==> config.mk <==
export PLATFORM = sky130hd
export DESIGN_NAME = psum_out_collector
export DESIGN_NICKNAME = d
export VERILOG_FILES = /design/src/rtl/psum_out_collector_pkg.sv /design/src/rtl/psum_col_fifo.sv /design/src/rtl/psum_out_collector.sv
export SDC_FILE = /design/constraint.sdc
export NUM_CORES = 1
export LEC_CHECK = 0
export BUFFER_PORTS_ARGS = -buffer_cell sky130_fd_sc_hd__buf_4
export CORE_ASPECT_RATIO = 1.4
export CORE_UTILIZATION = 45
export CTS_CLUSTER_SIZE = 30
export DETAILED_ROUTE_END_ITERATION = 10
export HOLD_SLACK_MARGIN = 0.05
export PLACE_DENSITY_LB_ADDON = 0.25
export SYNTH_ARGS = -nofsm -noshare
export SYNTH_HDL_FRONTEND = slang
export SYNTH_SLANG_ARGS = --single-unit
==> constraint.sdc <==
create_clock -name i_clk -period 7.7 [get_ports i_clk]
set_clock_uncertainty 0.05 [all_clocks]
set_input_delay 0.385 -clock i_clk [delete_from_list [all_inputs] [get_ports i_clk]]
set_output_delay 0.385 -clock i_clk [all_outputs]
set_load 0.005 [all_outputs]
==> src/rtl/psum_out_collector_pkg.sv <==
// Shared constants for the psum-out path: collector FSM encodings and the
// flat PE index helper also used by psum_sel_ctrl.
package psum_out_collector_pkg;

    localparam logic [1:0] ST_IDLE    = 2'd0;
    localparam logic [1:0] ST_COLLECT = 2'd1;
    localparam logic [1:0] ST_DONE    = 2'd2;

    function automatic int flat_idx(input int row, input int col, input int num_cols);
        return row * num_cols + col;
    endfunction

endpackage

==> src/rtl/psum_col_fifo.sv <==
// Per-column synchronous FIFO holding psums between the PE handshake and the
// GLB write stage. Push on full and pop on empty are ignored.
module psum_col_fifo #(
    parameter int DATA_BITWIDTH = 16,
    parameter int FIFO_DEPTH    = 4
) (
    input  logic                     i_clk,
    input  logic                     i_rst_n,
    input  logic                     i_push,
    input  logic [DATA_BITWIDTH-1:0] i_data,
    input  logic                     i_pop,
    output logic [DATA_BITWIDTH-1:0] o_data,
    output logic                     o_full,
    output logic                     o_empty
);

    localparam int PW = (FIFO_DEPTH > 1) ? $clog2(FIFO_DEPTH) : 1;
    localparam int CW = PW + 1;

    logic [DATA_BITWIDTH-1:0] mem_q [FIFO_DEPTH];
    logic [DATA_BITWIDTH-1:0] mem_d [FIFO_DEPTH];
    logic [PW-1:0]            wr_ptr_q, wr_ptr_d, rd_ptr_q, rd_ptr_d;
    logic [CW-1:0]            count_q, count_d;
    logic                     do_push_s, do_pop_s;

    assign o_full  = (count_q == CW'(FIFO_DEPTH));
    assign o_empty = (count_q == {CW{1'b0}});
    assign o_data  = mem_q[rd_ptr_q];

    // next-state for storage, pointers and occupancy
    always_comb begin
        do_push_s = i_push & ~o_full;
        do_pop_s  = i_pop & ~o_empty;
        mem_d     = mem_q;
        wr_ptr_d  = wr_ptr_q;
        rd_ptr_d  = rd_ptr_q;
        if (do_push_s) begin
            mem_d[wr_ptr_q] = i_data;
            wr_ptr_d        = wr_ptr_q + PW'(1);
        end else begin
            wr_ptr_d = wr_ptr_q;
        end
        if (do_pop_s) begin
            rd_ptr_d = rd_ptr_q + PW'(1);
        end else begin
            rd_ptr_d = rd_ptr_q;
        end
        count_d = count_q + CW'(do_push_s) - CW'(do_pop_s);
    end

    // state registers; reset flushes the FIFO
    always_ff @(posedge i_clk or negedge i_rst_n) begin
        if (!i_rst_n) begin
            for (int i = 0; i < FIFO_DEPTH; i++) begin
                mem_q[i] <= '0;
            end
            wr_ptr_q <= '0;
            rd_ptr_q <= '0;
            count_q  <= '0;
        end else begin
            mem_q    <= mem_d;
            wr_ptr_q <= wr_ptr_d;
            rd_ptr_q <= rd_ptr_d;
            count_q  <= count_d;
        end
    end

endmodule

==> src/rtl/psum_out_collector.sv <==
// Drains finished psums from the selected PE row of each column into
// per-column FIFOs and writes them round-robin to the GLB psum bank.
module psum_out_collector
    import psum_out_collector_pkg::*;
#(
    parameter int NUM_ROWS          = 3,
    parameter int NUM_COLS          = 3,
    parameter int DATA_BITWIDTH     = 16,
    parameter int FIFO_DEPTH        = 4,
    parameter int GLB_ADDR_BITWIDTH = 10
) (
    input  logic                                       i_clk,
    input  logic                                       i_rst_n,
    input  logic                                       i_start,
    input  logic [GLB_ADDR_BITWIDTH-1:0]               i_base_addr,
    input  logic [GLB_ADDR_BITWIDTH-1:0]               i_num_psum,
    input  logic [NUM_ROWS*NUM_COLS-1:0]               i_psum_out_sel,
    input  logic [NUM_ROWS*NUM_COLS-1:0]               i_pe_psum_valid,
    input  logic [NUM_ROWS*NUM_COLS*DATA_BITWIDTH-1:0] i_pe_psum_data,
    output logic [NUM_ROWS*NUM_COLS-1:0]               o_pe_psum_ready,
    output logic                                       o_glb_wr_en,
    output logic [GLB_ADDR_BITWIDTH-1:0]               o_glb_wr_addr,
    output logic [DATA_BITWIDTH-1:0]                   o_glb_wr_data,
    input  logic                                       i_glb_wr_ready,
    output logic                                       o_busy,
    output logic                                       o_done
);

    localparam int NPE  = NUM_ROWS * NUM_COLS;
    localparam int DW   = DATA_BITWIDTH;
    localparam int AW   = GLB_ADDR_BITWIDTH;
    localparam int RW   = (NUM_ROWS > 1) ? $clog2(NUM_ROWS) : 1;
    localparam int CWID = (NUM_COLS > 1) ? $clog2(NUM_COLS) : 1;

    logic [1:0]      state_q, state_d;
    logic [AW-1:0]   base_q, base_d, num_q, num_d;
    logic [NPE-1:0]  sel_q, sel_d;
    logic [AW-1:0]   rcnt_q [NUM_COLS];
    logic [AW-1:0]   rcnt_d [NUM_COLS];
    logic [AW-1:0]   wcnt_q [NUM_COLS];
    logic [AW-1:0]   wcnt_d [NUM_COLS];
    logic [CWID-1:0] rr_ptr_q, rr_ptr_d, out_col_q, out_col_d;
    logic            out_valid_q, out_valid_d;
    logic [AW-1:0]   out_addr_q, out_addr_d;
    logic [DW-1:0]   out_data_q, out_data_d;
    logic            busy_q, busy_d, done_q, done_d;

    logic [RW-1:0]       src_row_s [NUM_COLS];
    logic [DW-1:0]       push_data_s [NUM_COLS];
    logic [DW-1:0]       fifo_dout_s [NUM_COLS];
    logic [NUM_COLS-1:0] col_en_s, fifo_full_s, fifo_empty_s, push_s, pop_s;
    logic [NPE-1:0]      pe_ready_s;
    logic                collect_s, clear_s, found_s, load_s, accept_s, all_wr_done_s;
    logic [CWID-1:0]     gnt_s, cand_s;
    logic [AW-1:0]       wr_idx_s;

    assign o_pe_psum_ready = pe_ready_s;
    assign o_glb_wr_en     = out_valid_q;
    assign o_glb_wr_addr   = out_addr_q;
    assign o_glb_wr_data   = out_data_q;
    assign o_busy          = busy_q;
    assign o_done          = done_q;

    // source row per column: lowest row with its out-select flag set
    always_comb begin
        for (int c = 0; c < NUM_COLS; c++) begin
            src_row_s[c] = '0;
            col_en_s[c]  = 1'b0;
            for (int r = 0; r < NUM_ROWS; r++) begin
                if (sel_q[flat_idx(r, c, NUM_COLS)] && !col_en_s[c]) begin
                    src_row_s[c] = RW'(r);
                    col_en_s[c]  = 1'b1;
                end else begin
                    col_en_s[c] = col_en_s[c];
                end
            end
        end
    end

    // PE ready and FIFO push; only the source PE of a column can transfer
    always_comb begin
        collect_s = (state_q == ST_COLLECT);
        for (int c = 0; c < NUM_COLS; c++) begin
            push_s[c]      = 1'b0;
            push_data_s[c] = '0;
            for (int r = 0; r < NUM_ROWS; r++) begin
                pe_ready_s[flat_idx(r, c, NUM_COLS)] = collect_s & col_en_s[c]
                    & (src_row_s[c] == RW'(r)) & ~fifo_full_s[c] & (rcnt_q[c] < num_q);
                push_s[c] = push_s[c] | (i_pe_psum_valid[flat_idx(r, c, NUM_COLS)]
                    & pe_ready_s[flat_idx(r, c, NUM_COLS)]);
                push_data_s[c] = push_data_s[c]
                    | (i_pe_psum_data[flat_idx(r, c, NUM_COLS)*DW +: DW]
                       & {DW{i_pe_psum_valid[flat_idx(r, c, NUM_COLS)]
                             & pe_ready_s[flat_idx(r, c, NUM_COLS)]}});
            end
        end
    end

    // round-robin grant starting at rr_ptr_q, loads the output stage
    always_comb begin
        found_s = 1'b0;
        gnt_s   = '0;
        cand_s  = '0;
        for (int k = 0; k < NUM_COLS; k++) begin
            cand_s = CWID'((32'(rr_ptr_q) + 32'(k)) % 32'(NUM_COLS));
            if (!found_s && !fifo_empty_s[cand_s]) begin
                found_s = 1'b1;
                gnt_s   = cand_s;
            end else begin
                found_s = found_s;
            end
        end
        accept_s      = out_valid_q & i_glb_wr_ready;
        load_s        = collect_s & found_s & (~out_valid_q | i_glb_wr_ready);
        pop_s         = '0;
        pop_s[gnt_s]  = load_s;
        // the held word of the same column is being accepted this cycle
        wr_idx_s      = wcnt_q[gnt_s] + AW'(accept_s && (out_col_q == gnt_s));
    end

    // per-column counters, completion detect and GLB output stage
    always_comb begin
        all_wr_done_s = 1'b1;
        for (int c = 0; c < NUM_COLS; c++) begin
            rcnt_d[c] = clear_s ? '0 : rcnt_q[c] + AW'(push_s[c]);
            wcnt_d[c] = clear_s ? '0 : wcnt_q[c] + AW'(accept_s && (out_col_q == CWID'(c)));
            if (col_en_s[c] && (wcnt_q[c] != num_q)) begin
                all_wr_done_s = 1'b0;
            end else begin
                all_wr_done_s = all_wr_done_s;
            end
        end
        out_valid_d = out_valid_q;
        out_addr_d  = out_addr_q;
        out_data_d  = out_data_q;
        out_col_d   = out_col_q;
        rr_ptr_d    = rr_ptr_q;
        if (load_s) begin
            out_valid_d = 1'b1;
            out_addr_d  = base_q + AW'(gnt_s) * num_q + wr_idx_s;
            out_data_d  = fifo_dout_s[gnt_s];
            out_col_d   = gnt_s;
            rr_ptr_d    = (gnt_s == CWID'(NUM_COLS - 1)) ? '0 : gnt_s + CWID'(1);
        end else if (accept_s) begin
            out_valid_d = 1'b0;
        end else begin
            out_valid_d = out_valid_q;
        end
    end

    // pass FSM with pass parameters captured at start
    always_comb begin
        state_d = state_q;
        base_d  = base_q;
        num_d   = num_q;
        sel_d   = sel_q;
        clear_s = 1'b0;
        case (state_q)
            ST_IDLE: begin
                if (i_start) begin
                    base_d  = i_base_addr;
                    num_d   = i_num_psum;
                    sel_d   = i_psum_out_sel;
                    clear_s = 1'b1;
                    state_d = (i_num_psum == {AW{1'b0}}) ? ST_DONE : ST_COLLECT;
                end else begin
                    state_d = ST_IDLE;
                end
            end
            ST_COLLECT: begin
                if (all_wr_done_s && !out_valid_q) begin
                    state_d = ST_DONE;
                end else begin
                    state_d = ST_COLLECT;
                end
            end
            ST_DONE: state_d = ST_IDLE;
            default: state_d = ST_IDLE;
        endcase
        busy_d = (state_d != ST_IDLE);
        done_d = (state_d == ST_DONE);
    end

    // state registers
    always_ff @(posedge i_clk or negedge i_rst_n) begin
        if (!i_rst_n) begin
            state_q     <= ST_IDLE;
            base_q      <= '0;
            num_q       <= '0;
            sel_q       <= '0;
            for (int c = 0; c < NUM_COLS; c++) begin
                rcnt_q[c] <= '0;
                wcnt_q[c] <= '0;
            end
            rr_ptr_q    <= '0;
            out_col_q   <= '0;
            out_valid_q <= 1'b0;
            out_addr_q  <= '0;
            out_data_q  <= '0;
            busy_q      <= 1'b0;
            done_q      <= 1'b0;
        end else begin
            state_q     <= state_d;
            base_q      <= base_d;
            num_q       <= num_d;
            sel_q       <= sel_d;
            rcnt_q      <= rcnt_d;
            wcnt_q      <= wcnt_d;
            rr_ptr_q    <= rr_ptr_d;
            out_col_q   <= out_col_d;
            out_valid_q <= out_valid_d;
            out_addr_q  <= out_addr_d;
            out_data_q  <= out_data_d;
            busy_q      <= busy_d;
            done_q      <= done_d;
        end
    end

    for (genvar c = 0; c < NUM_COLS; c++) begin : g_col_fifo
        psum_col_fifo #(
            .DATA_BITWIDTH (DW),
            .FIFO_DEPTH    (FIFO_DEPTH)
        ) u_fifo (
            .i_clk   (i_clk),
            .i_rst_n (i_rst_n),
            .i_push  (push_s[c]),
            .i_data  (push_data_s[c]),
            .i_pop   (pop_s[c]),
            .o_data  (fifo_dout_s[c]),
            .o_full  (fifo_full_s[c]),
            .o_empty (fifo_empty_s[c])
        );
    end

endmodule

# Word level (Yosys, flattened, before mapping)
# Cells that the tools add are included.
# word_totals
ff_bits,337
latch_bits,0
ram_bits,0
mem_bits_ro,0
in_bits,186
output_inout_bits,38
elab_cells,300
mem_count,0
# op_classes
n_addsub,24
n_mul,1
div,3
magnitude_cmp,18
eq_ne,18
shift,0
mux,71
bitwise,85
n_reduce_logical,42
# ops
operator,count
$bwmux W64,3
$mux W16,11
$and A16 B16 Y16,9
$bmux W16 S2,4
$demux W16 S2,3
$or A16 B16 Y16,6
$mux W10,8
$add A10 B1 Y10,7
$mod A32 B2 Y32 const B,2
$and A1 B1 Y1,48
$mod A2 B2 Y32 const B,1
$lt A10 B10 Y1,3
$ne A10 B10 Y1,3
$mux W1,26
$ge A3 B3 Y1 const B,7
$not A2 Y3,7
$add A10 B10 Y10,2
$bmux W10 S2,1
$logic_and A1 B1 Y1,20
$mux W2,10
$add A2 B1 Y2 const B,7
$eq A2 B2 Y1 const B,6
$lt A2 B3 Y1 const B,4
$eq A2 B1 Y1 const B,5
other kinds (21),59

# Logic depth before layout (Yosys ltp)
# depth
depth_word,17
depth_mapped,26
ltp_nobuf,24

# Modules after synthesis
# Synthesis repeated with hierarchy kept, for this count alone.
# unflattened
cells_unflattened,2254
hier_area_um2,23379.9
# by_module_without_submodules
module,n_inst,cells_each,area_each_um2,seq_area_each_um2
psum_col_fifo at g_col_fifo[0].u_fifo ...,2,433,4847.1,1776.7
psum_out_collector,1,956,8869.8,3103.0
psum_col_fifo at g_col_fifo[2].u_fifo,1,432,4815.9,1776.7

# Worst setup path after synthesis
# No wires, ideal clock.
# synth_timing
path_kind,reg2reg
from,register rr_ptr_q[0]
to,register out_addr_q[9] (netlist: o_glb_wr_addr[9])
setup_time_ns,0.127
arrival_time_ns,4.610
t_required_ns,7.523
setup_slack_ns,2.913
stages_incl_launch_ff,21
path_buffers,2
synth_period_minus_slack_ns,4.787
path_cell_list,dfrtp_1 > inv_1 > ha_1 > or4_1 > a32oi_1 > o21ai_2 > clkbuf_1 > clkbuf_1 > and2_1 > fa_1 > inv_1 > fa_1 > fa_1 > nor2b_1 > o21ai_0 > a21oi_1 > o21ai_0 > a21oi_1 > xnor2_1 > xnor2_1 > o21ai_0
# synth_between
elab_chain_cells,16
elab_cells_between_ends,34
classes_between,5 x add/sub; 1 x mul; 3 x div; 1 x eq/ne; 15 x mux; 3 x bitwise; 6 x reduce/logical
# synth_rtl
element,line_no,text
start: declaration,psum_out_collector.sv:42,"logic [CWID-1:0] rr_ptr_q, rr_ptr_d, out_col_q, out_col_d;"
start signal: assignment,psum_out_collector.sv:209,rr_ptr_q <= rr_ptr_d;
branches (longest 16 deep; another with $mod A32 B2 Y32),--,
end signal: assignment,psum_out_collector.sv:212,out_addr_q <= out_addr_d;
end: declaration,psum_out_collector.sv:44,"logic [AW-1:0] out_addr_q, out_addr_d;"
# Parallel ways; which one is timed is not known. The select of a mux whose other input is x is not followed.
# A chain may end at the register's enable or synchronous reset.

# Final worst setup path
# Same ends and word-level chain as after synthesis.

==> impl_metrics.toml <==
[cells_and_area]
register_area_mm2 = 0.008433
final_common_cell = "dfrtp_1"
num_antenna_cells = 0
final_util_pct = 54.84
layout_common_cells = "dfrtp_1, buf_4, mux2_2"
area_delta_synth_final_pct = 19.59
multi_input_area_mm2 = 0.009092
layout.nets = 2041
drive_above_1_share_pct = 32.25
fillers = 3462

[yosys]
synthesis.area_mm2 = 0.01816
synth-compound-area-share_pct = 9.220
async_flop_share_pct = 100.0
yosysSeqAreaShare_pct = 46.44
yosys.area_share.xor_xnor_pct = 4.293
ys_warn_count = 0
muxShareOfSynthArea_pct = 19.96
yosys.area_share.simple_pct = 9.378
synth_nets = 1824
synth_edf_count = 0
synth_fa_ha_area_share_pct = 7.056
synth_ff_type = "dfrtp_1"
syn_inst = 1549
synth_top_cell_area_share_pct = 46.44
ys_ff_latch = 337
syn_avg_cell_area_um2 = 11.72
yosys-top-cells-area = "dfrtp_1, mux2_2, mux4_2"
synth.distinct_cells = 61
yosysTopAreaCell = "dfrtp_1"
synth_top_family_by_area = "multiplexers"

[place]
dp_hpwl_um = 32780
portBuffers = 223
place_congestion = 0.8646

[global_route]
grt_pass1_wl_um = 73130
grt.overflow.total = 0
grt_pass1_vias = 13490
track_usage_pct = 23.15
grt_max_degree = 128
antenna_found_initial = 0

[clocking]
hold_buffers = 31
clock-root-buffer = "clkbuf_16"
cts_resized = 0
path_clk_slew_ns = 0.06
clockBufferDepth = 3
cts.sinks = 337
htreeDepth = 2
cts_tree = "done"
numCtsBuffers = 34
cts_setup_buffers = 0
clk_latency_ns = 0.54

[floorplanning]
start_util_pct = 45.85
die_h_um = 239.7
die_w_um = 171.8
dieArea_mm2 = 0.04117
io_pins = 224
placementRows = 86
coreArea_mm2 = 0.03960

[pwr]
leakagePower_nw = 10.00
powerDensity_mw_per_mm2 = 425.3
ir_worst_vdd_mv = 0.1650

[worst_setup_path]
rr_worst_depth = 25
worstSetupPathType = "reg2reg"
required_ns = 8.02
crit_fanout = 34
rrSetupSlack_ns = 2.30
max_stage_delay_ns = 0.47
end_kind = "flop"
cp_slowest_cell = "nor4b_1"
crit_arrival_ns = 5.72
cp-start-kind = "flop"
rr_endpoint = "o_glb_wr_addr[9]"
worstReg2RegStart = "rr_ptr_q[0]"

[timing]
finalSetupViolCount = 0
min_period_over_period_pct = 70.16
slew_violations = 0
fin_crit_ns = 5.402
rsz0062_at_grt = "false"
max_slew_margin_pct = 25.07
finalHoldViolations = 0
worstMarginPinSlew_ns = 1.120
setup_tns_ns = 0
max_freq_mhz = 185.1

[min_path]
hp-class = "in2reg"
hold-path-endpoint = "o_glb_wr_en"
min_path_cells = 3
hold_start = "i_glb_wr_ready"

[detailed_routing]
vias_per_cell = 5.586
detail_route.wl_per_cell_um = 19.84
dr_total_vias = 12940
totalWireLength_um = 45980
drc_errors = 0
dr.pass1.iters = 6
drtAntennaViolNets = 0
drt-initial-drc-count = 813

[outcome]
status = "finished, final reports clean"

[run]
cap_violations = 0
## state kept, by name (all words and copies together), names as in the netlist, 6 cells and up
register / cells
num_q: 10
g_col_fifo.u_fifo.mem_q: 192
g_col_fifo.u_fifo.rd_ptr_q: 6
o_glb_wr_data: 16
sel_q: 9
wcnt_q: 30
base_q: 10
rcnt_q: 30
g_col_fifo.u_fifo.count_q: 9
g_col_fifo.u_fifo.wr_ptr_q: 6
o_glb_wr_addr: 10
## area by class of cell
| class | count | area share [%] |
|---|---|---|
| clock buffer | 47 | 4.471 |
| sequential | 337 | 38.84 |
| timing repair buffer | 268 | 9.657 |
| clock inverter | 12 | 0.9795 |
| tap | 528 | 3.042 |
| inverter | 66 | 1.141 |
| multi-input combinational | 1059 | 41.87 |
## worst max-delay path by stage
stage / start / end / slack (ns) / cells after the start
after floorplan: rr_ptr_q[0] / o_glb_wr_addr[9] / 2.91 / 20
after global placement: rr_ptr_q[0] / o_glb_wr_addr[9] / 2.44 / 25
after detailed placement: rr_ptr_q[0] / o_glb_wr_addr[9] / 2.31 / 25
after CTS: rr_ptr_q[0] / o_glb_wr_addr[9] / 2.29 / 25
after global routing: rr_ptr_q[0] / o_glb_wr_addr[9] / 1.89 / 25
final: rr_ptr_q[0] / o_glb_wr_addr[9] / 2.30 / 25
## cell usage after synthesis, types with 40 or more instances
cell type and instances:
mux2_2 220, dfrtp_1 337, a22oi_1 54, nand2_1 119, mux4_2 48, o21ai_0 108, xnor2_1 50, nor2_1 75
inv_1 66, a21oi_1 40, ha_1 68, clkbuf_1 42
## metal layers
metal / vias to the layer above / global-route usage [%] / wire (µm)
met5: - / 0 / 0
met4: 0 / 8.126 / 1383
met3: 79 / 2.710 / 1783
met2: 273 / 41.47 / 24320
met1: 6635 / 28.51 / 18490
li1: 5955 / - / -
## cell families (layout without fill, tap and decap cells)
group,after synthesis,in the layout
and+or+nand+nor,345,345
adders and majority gates,90,90
muxes,274,274
DFF,337,337
AOI/OAI and AO/OA,261,261
xor gates and xnor gates,89,89
buffers and inverters,153,393
## through the flow
stage	setup WS (ns)	cell area (µm²)	std cells	hold WS, ns	power (W)
detailed placement	2.311	20220	2227	0.4200	0.007549
CTS	2.291	21710	2317	0.1187	0.009343
global placement	2.435	20220	2227	0.4082	0.007394
finish	2.298	21710	2317	0.1299	0.009236
global route	1.885	21710	2317	0.1286	0.009906
floorplan	2.913	18160	1549	0.03941	0.006127
## power by group
part | switching, W | internal (W)
registers | 0.000614 | 0.00247
clock network | 0.000705 | 0.00106
logic | 0.00228 | 0.00211
total | 0.00360 | 0.00563
## critical path: cells and delay by family (launching register included)
| kind | cells | cell delay (ns) |
|---|---|---|
| AOI/OAI and AO/OA | 8 | 1.23 |
| xor gates and xnor gates | 2 | 0.29 |
| adders and majority gates | 5 | 1.60 |
| buffers and inverters | 6 | 0.96 |
| DFF | 1 | 0.37 |
| and+or+nand+nor | 4 | 0.73 |
Power figures use the tool's default switching activity.
